--- src/rtl/traffic_pkg.sv ---
// Shared state encoding, default phase timings and lamp decode for the timed
// traffic-light controller.
package traffic_pkg;

    typedef enum logic [2:0] {
        ST_RED       = 3'd0,
        ST_RED_AMBER = 3'd1,
        ST_GREEN     = 3'd2,
        ST_AMBER     = 3'd3,
        ST_FLASH     = 3'd4
    } state_e;

    localparam int unsigned DEF_CNT_W       = 8;
    localparam int unsigned DEF_T_RED       = 1;
    localparam int unsigned DEF_T_RED_AMBER = 1;
    localparam int unsigned DEF_T_GREEN     = 1;
    localparam int unsigned DEF_T_AMBER     = 1;
    localparam int unsigned DEF_T_PED       = 0;
    localparam int unsigned DEF_FLASH_HALF  = 1;

    // Lamp vector is {red, amber, green}.
    function automatic logic [2:0] lamps_of(input state_e st, input logic flash_on);
        logic [2:0] lamps;
        lamps = 3'b100;
        case (st)
            ST_RED:       lamps = 3'b100;
            ST_RED_AMBER: lamps = 3'b110;
            ST_GREEN:     lamps = 3'b001;
            ST_AMBER:     lamps = 3'b010;
            ST_FLASH:     lamps = {1'b0, flash_on, 1'b0};
            default:      lamps = 3'b100;
        endcase
        return lamps;
    endfunction

endpackage

--- src/rtl/phase_timer.sv ---
// Loadable down-counter timing one phase; done flags the last counted cycle.
module phase_timer #(
    parameter int unsigned CNT_W   = 8,
    parameter int unsigned RST_VAL = 1
) (
    input  logic             i_clk,
    input  logic             i_rst,
    input  logic             i_load,
    input  logic [CNT_W-1:0] i_load_val,
    input  logic             i_dec,
    output logic             o_done
);

    logic [CNT_W-1:0] r_count;

    always_ff @(posedge i_clk) begin
        if (i_rst) begin
            r_count <= CNT_W'(RST_VAL);
        end else if (i_load) begin
            r_count <= i_load_val;
        end else if (i_dec && (r_count != '0)) begin
            r_count <= r_count - 1'b1;
        end
    end

    // A zero count is treated as expired so a bad load can never stall the FSM.
    assign o_done = (r_count <= CNT_W'(1));

endmodule

--- src/rtl/traffic_lights_timed.sv ---
// Timed traffic-light controller: four-phase cycle with pedestrian walk extension
// and a flashing-amber fault mode. All outputs are registered from next state.
module traffic_lights_timed
    import traffic_pkg::*;
#(
    parameter int unsigned CNT_W       = DEF_CNT_W,
    parameter int unsigned T_RED       = DEF_T_RED,
    parameter int unsigned T_RED_AMBER = DEF_T_RED_AMBER,
    parameter int unsigned T_GREEN     = DEF_T_GREEN,
    parameter int unsigned T_AMBER     = DEF_T_AMBER,
    parameter int unsigned T_PED       = DEF_T_PED,
    parameter int unsigned FLASH_HALF  = DEF_FLASH_HALF
) (
    input  logic clk,
    input  logic rst,
    input  logic enable,
    input  logic ped_req,
    input  logic fault,
    output logic red,
    output logic amber,
    output logic green,
    output logic walk
);

    localparam longint MAX_CNT = (longint'(1) << CNT_W) - 1;

    if ((T_RED < 1) || (T_RED_AMBER < 1) || (T_GREEN < 1) || (T_AMBER < 1) ||
        (FLASH_HALF < 1)) begin : g_bad_min
        $error("traffic_lights_timed: phase lengths must be at least 1");
    end
    if ((longint'(T_RED) + longint'(T_PED)) > MAX_CNT) begin : g_bad_red_ped
        $error("traffic_lights_timed: T_RED+T_PED does not fit in CNT_W bits");
    end
    if ((longint'(T_RED_AMBER) > MAX_CNT) || (longint'(T_GREEN) > MAX_CNT) ||
        (longint'(T_AMBER) > MAX_CNT) || (longint'(FLASH_HALF) > MAX_CNT)) begin : g_bad_len
        $error("traffic_lights_timed: a phase length does not fit in CNT_W bits");
    end

    localparam logic [CNT_W-1:0] L_RED       = CNT_W'(T_RED);
    localparam logic [CNT_W-1:0] L_RED_PED   = CNT_W'(T_RED + T_PED);
    localparam logic [CNT_W-1:0] L_RED_AMBER = CNT_W'(T_RED_AMBER);
    localparam logic [CNT_W-1:0] L_GREEN     = CNT_W'(T_GREEN);
    localparam logic [CNT_W-1:0] L_AMBER     = CNT_W'(T_AMBER);
    localparam logic [CNT_W-1:0] L_FLASH     = CNT_W'(FLASH_HALF);

    state_e           r_state;
    logic             r_ped_pending;
    logic             r_flash_on;
    logic             r_walk;
    logic             r_red;
    logic             r_amber;
    logic             r_green;

    state_e           w_state_nxt;
    logic             w_pend_nxt;
    logic             w_flash_nxt;
    logic             w_walk_nxt;
    logic             w_load;
    logic [CNT_W-1:0] w_load_val;
    logic             w_dec;
    logic             w_done;
    logic [2:0]       w_lamps_nxt;

    phase_timer #(
        .CNT_W   (CNT_W),
        .RST_VAL (T_RED)
    ) u_phase_timer (
        .i_clk      (clk),
        .i_rst      (rst),
        .i_load     (w_load),
        .i_load_val (w_load_val),
        .i_dec      (w_dec),
        .o_done     (w_done)
    );

    always_comb begin
        w_state_nxt = r_state;
        w_pend_nxt  = r_ped_pending | ped_req;
        w_flash_nxt = r_flash_on;
        w_walk_nxt  = r_walk;
        w_load      = 1'b0;
        w_load_val  = L_RED;
        w_dec       = 1'b0;

        // Fault handling ignores enable so a failed controller always flashes.
        if (fault) begin
            if (r_state != ST_FLASH) begin
                w_state_nxt = ST_FLASH;
                w_load      = 1'b1;
                w_load_val  = L_FLASH;
                w_flash_nxt = 1'b1;
                w_walk_nxt  = 1'b0;
            end else if (w_done) begin
                w_load      = 1'b1;
                w_load_val  = L_FLASH;
                w_flash_nxt = ~r_flash_on;
            end else begin
                w_dec = 1'b1;
            end
        end else if (r_state == ST_FLASH) begin
            w_state_nxt = ST_RED;
            w_load      = 1'b1;
            w_load_val  = L_RED;
            w_walk_nxt  = 1'b0;
        end else if (enable) begin
            if (w_done) begin
                w_load = 1'b1;
                case (r_state)
                    ST_RED: begin
                        w_state_nxt = ST_RED_AMBER;
                        w_load_val  = L_RED_AMBER;
                        w_walk_nxt  = 1'b0;
                    end
                    ST_RED_AMBER: begin
                        w_state_nxt = ST_GREEN;
                        w_load_val  = L_GREEN;
                    end
                    ST_GREEN: begin
                        w_state_nxt = ST_AMBER;
                        w_load_val  = L_AMBER;
                    end
                    ST_AMBER: begin
                        // A request on this very edge is served by the coming red.
                        w_state_nxt = ST_RED;
                        w_pend_nxt  = 1'b0;
                        if (r_ped_pending || ped_req) begin
                            w_load_val = L_RED_PED;
                            w_walk_nxt = 1'b1;
                        end else begin
                            w_load_val = L_RED;
                            w_walk_nxt = 1'b0;
                        end
                    end
                    default: begin
                        w_state_nxt = ST_RED;
                        w_load_val  = L_RED;
                        w_walk_nxt  = 1'b0;
                    end
                endcase
            end else begin
                w_dec = 1'b1;
            end
        end
    end

    assign w_lamps_nxt = lamps_of(w_state_nxt, w_flash_nxt);

    always_ff @(posedge clk) begin
        if (rst) begin
            r_state       <= ST_RED;
            r_ped_pending <= 1'b0;
            r_flash_on    <= 1'b0;
            r_walk        <= 1'b0;
            r_red         <= 1'b1;
            r_amber       <= 1'b0;
            r_green       <= 1'b0;
        end else begin
            r_state       <= w_state_nxt;
            r_ped_pending <= w_pend_nxt;
            r_flash_on    <= w_flash_nxt;
            r_walk        <= w_walk_nxt;
            r_red         <= w_lamps_nxt[2];
            r_amber       <= w_lamps_nxt[1];
            r_green       <= w_lamps_nxt[0];
        end
    end

    assign red   = r_red;
    assign amber = r_amber;
    assign green = r_green;
    assign walk  = r_walk;

endmodule

--- config.mk ---
export PLATFORM = sky130hd
export DESIGN_NAME = traffic_lights_timed
export DESIGN_NICKNAME = d
export VERILOG_FILES = /design/src/rtl/traffic_pkg.sv /design/src/rtl/phase_timer.sv /design/src/rtl/traffic_lights_timed.sv
export SDC_FILE = /design/constraint.sdc
export NUM_CORES = 1
export LEC_CHECK = 0
export ABC_AREA = 1
export CAP_MARGIN = 20
export CORE_MARGIN = 2
export CORE_UTILIZATION = 55
export DETAILED_ROUTE_END_ITERATION = 10
export GPL_ROUTABILITY_DRIVEN = 0
export GPL_TIMING_DRIVEN = 0
export PLACE_DENSITY = 0.73
export SLEW_MARGIN = 10
export SYNTH_ARGS = -nofsm -noshare
export SYNTH_HDL_FRONTEND = slang
export SYNTH_SLANG_ARGS = --single-unit
--- constraint.sdc ---
create_clock -name clk -period 2 [get_ports clk]
set_input_delay 0.4 -clock clk [delete_from_list [all_inputs] [get_ports clk]]
set_output_delay 0.4 -clock clk [all_outputs]
set_load 0.1 [all_outputs]
==> out/results.txt <==
status -> finished, final reports clean
register bit count reported by yosys -> 17
drt wl/cell -> 10.86 um
most frequent cell after synthesis -> nand2_1
post-synthesis sequential area ratio -> 33.71%
H-tree Lvls -> 1
total power draw -> 0.6589 mW
Hold WS -> 452.1 ps
gr ovfl total -> 0
DRT antenna net count -> 0
Area growth, synth to finish -> 13.26%
CP startpoint kind -> flop
DRT iter0 DRCs -> 9
Initial Util -> 58.48%
non-filler cells in the finished layout -> 168
Layout fillers -> 167
Post-synth EDFFs -> 0
Finished Cell Area -> 0.001144 mm2
Worst Hold Launch -> walk
largest net degree at the start of global routing -> 11
mean area per synthesized cell -> 7.708 um2
final count of hold timing violations -> 0
# hold bufs at CTS -> 0
Layout Nets -> 152
final setup vio count -> 0
FF-to-FF End -> u_phase_timer.r_count[5]
cell family with most CP delay -> buffers and inverters
DRT Wirelength -> 1.825 mm
num rows -> 15
Root Buffer Master -> clkbuf_4
YS warnings -> 0
Main synth FF type -> dfxtp_1
layout cells sized above 1 -> 23.08%
Reg clk slew, reported paths -> 100 ps
Power Density -> 576.2 mW/mm2
placed inst area -> 0.001121 mm2
CTS Sinks -> 17
drt first pass iters -> 4
DRC viols -> 0
Final WS setup -> 110.8 ps
CP max stage cell -> dlygate4sd2_1
Vias/cell -> 5.006
fin util -> 66.23%
VDD IR max -> 0.3669 mV
Num CTS Buffers -> 3
vias in the first global route -> 720
Max-Cap Viols -> 0
TritonCTS clock tree -> built
LEAKAGE -> 0.5205 nW
Worst Path Buf+Inv -> 1
RR Startpoint -> u_phase_timer.r_count[0]
reg-to-reg slack, setup -> 280 ps
highest clock rate -> 529.3 MHz
Cells after DPL -> 164
slew of the pin with the lowest slew margin -> 962.4 ps
Worst EP required -> 1600 ps
total track usage -> 19.76%
Sequential cell area -> 340.3 um2
Worst Hold Path Cells -> 2
top-area cell type share of the netlist area -> 33.71%
CP cell instances -> dlygate4sd2_1
die width -> 46.85 um
unrepaired setup endpoints after global routing -> false
antenna violations before repair -> 0
CP Max Fanout -> 2
Worst R2R Path Depth -> 8
Cell variety after synth -> 29
post-CTS setup buffers -> 0
Crit Path Class -> reg2out
die area -> 0.002194 mm2
Ports -> 9
first-pass GRT wire length -> 3.070 mm
pre-CTS setup slack -> 139.5 ps
Cells after Synth -> 131
Worst Hold End -> walk
period utilization -> 94.46%
Fin Clk Skew -> 2.470 ps
setup_tns -> 0 ps
synth cell count leaders -> nand2_1, dfxtp_1, inv_1
mapped cell area -> 0.001010 mm2
Diodes inserted -> 0
clk buf depth -> 2
max incr delay on CP -> 860 ps
Worst slew margin -> 36.10%
clock latency on the worst-skew pair -> 290 ps
largest area contributor in the netlist -> dfxtp_1
min Tclk post-route -> 1889 ps
Critical Path End Type -> output pin
Hold Path Class -> reg2reg
PortBufs -> 8
die span in y -> 46.85 um
FFs w/ async S/R, synth -> 0%
Pins Over Slew Limit -> 0
DP Wirelength -> 1.393 mm
Post-Syn Nets -> 139
CP Data Arrival Time -> 1490 ps
via count -> 841
synth top area cells -> dfxtp_1, nand2_1, inv_1
area taken by multi-input logic gates -> 579.3 um2
CORE AREA -> 0.001727 mm2
## placed cells by master, fill, tap and decap left out, drive strengths merged
cell type	n
inv	21
dfxtp	17
nand3	14
nor3	1
or2	2
o211ai	1
a21oi	9
nor2	16
ha	3
clkinv	1
a21boi	1
o21ai	5
xnor2	1
xor2	3
clkbuf	3
buf	1
nand2	31
dlygate4sd2	4
nand4	5
clkdlybuf4s50	4
## what timing repair did
item / in CTS / in global routing
gates resized for setup: 4 / 0
hold endpoints to repair: 0 / 0
setup endpoints to repair: 4 / 0
## cell type report
type	instances	area share (%)
Clock buffer	3	1.969
Buffer	1	0.9847
Tap cell	25	2.735
Inverter	21	6.893
Clock inverter	1	0.4376
Timing Repair Buffer	8	6.565
Sequential cell	17	29.76
Multi-Input combinational cell	92	50.66
## flip-flops by register name, indices dropped and copies added (netlist names)
register and cells:
amber 1, u_phase_timer.r_count 8, walk 1, red 1, r_ped_pending 1, r_flash_on 1, r_state 3, green 1
## how the worst max path moves through the flow
stage / start / endpoint / slack, ps / cells after the start
after global routing: walk / walk / 50 / 1
after floorplan: u_phase_timer.r_count[0] / u_phase_timer.r_count[3] / 450 / 7
final: walk / walk / 110 / 1
after detailed placement: fault / u_phase_timer.r_count[3] / 140 / 9
after global placement: fault / u_phase_timer.r_count[3] / 140 / 9
after CTS: walk / walk / 100 / 1
## layer usage
layer | vias to the layer above | global-route usage, % | routed length, um
li1 | 441 | - | -
met1 | 381 | 24.42 | 814
met2 | 15 | 32.88 | 916
met3 | 4 | 3.462 | 55
met4 | 0 | 10.00 | 38
met5 | - | 0 | 0
## cells by family after synthesis
logic type	after synthesis	synth area share, %
and+or+nand+nor	69	38.04
AOI/OAI and AO/OA	16	12.14
adders and majority gates	3	3.718
xor gates and xnor gates	4	3.470
buffers and inverters	22	8.921
DFF	17	33.71
## power by group
| part | leakage, nW | internal, mW | switching, mW | total, mW |
|---|---|---|---|---|
| logic | 0.364 | 0.0347 | 0.0843 | 0.119 |
| registers | 0.139 | 0.349 | 0.00522 | 0.355 |
| clock network | 0.0177 | 0.0744 | 0.111 | 0.185 |
| total | 0.521 | 0.459 | 0.200 | 0.659 |
No activity file was read; power rests on OpenSTA's default activity.
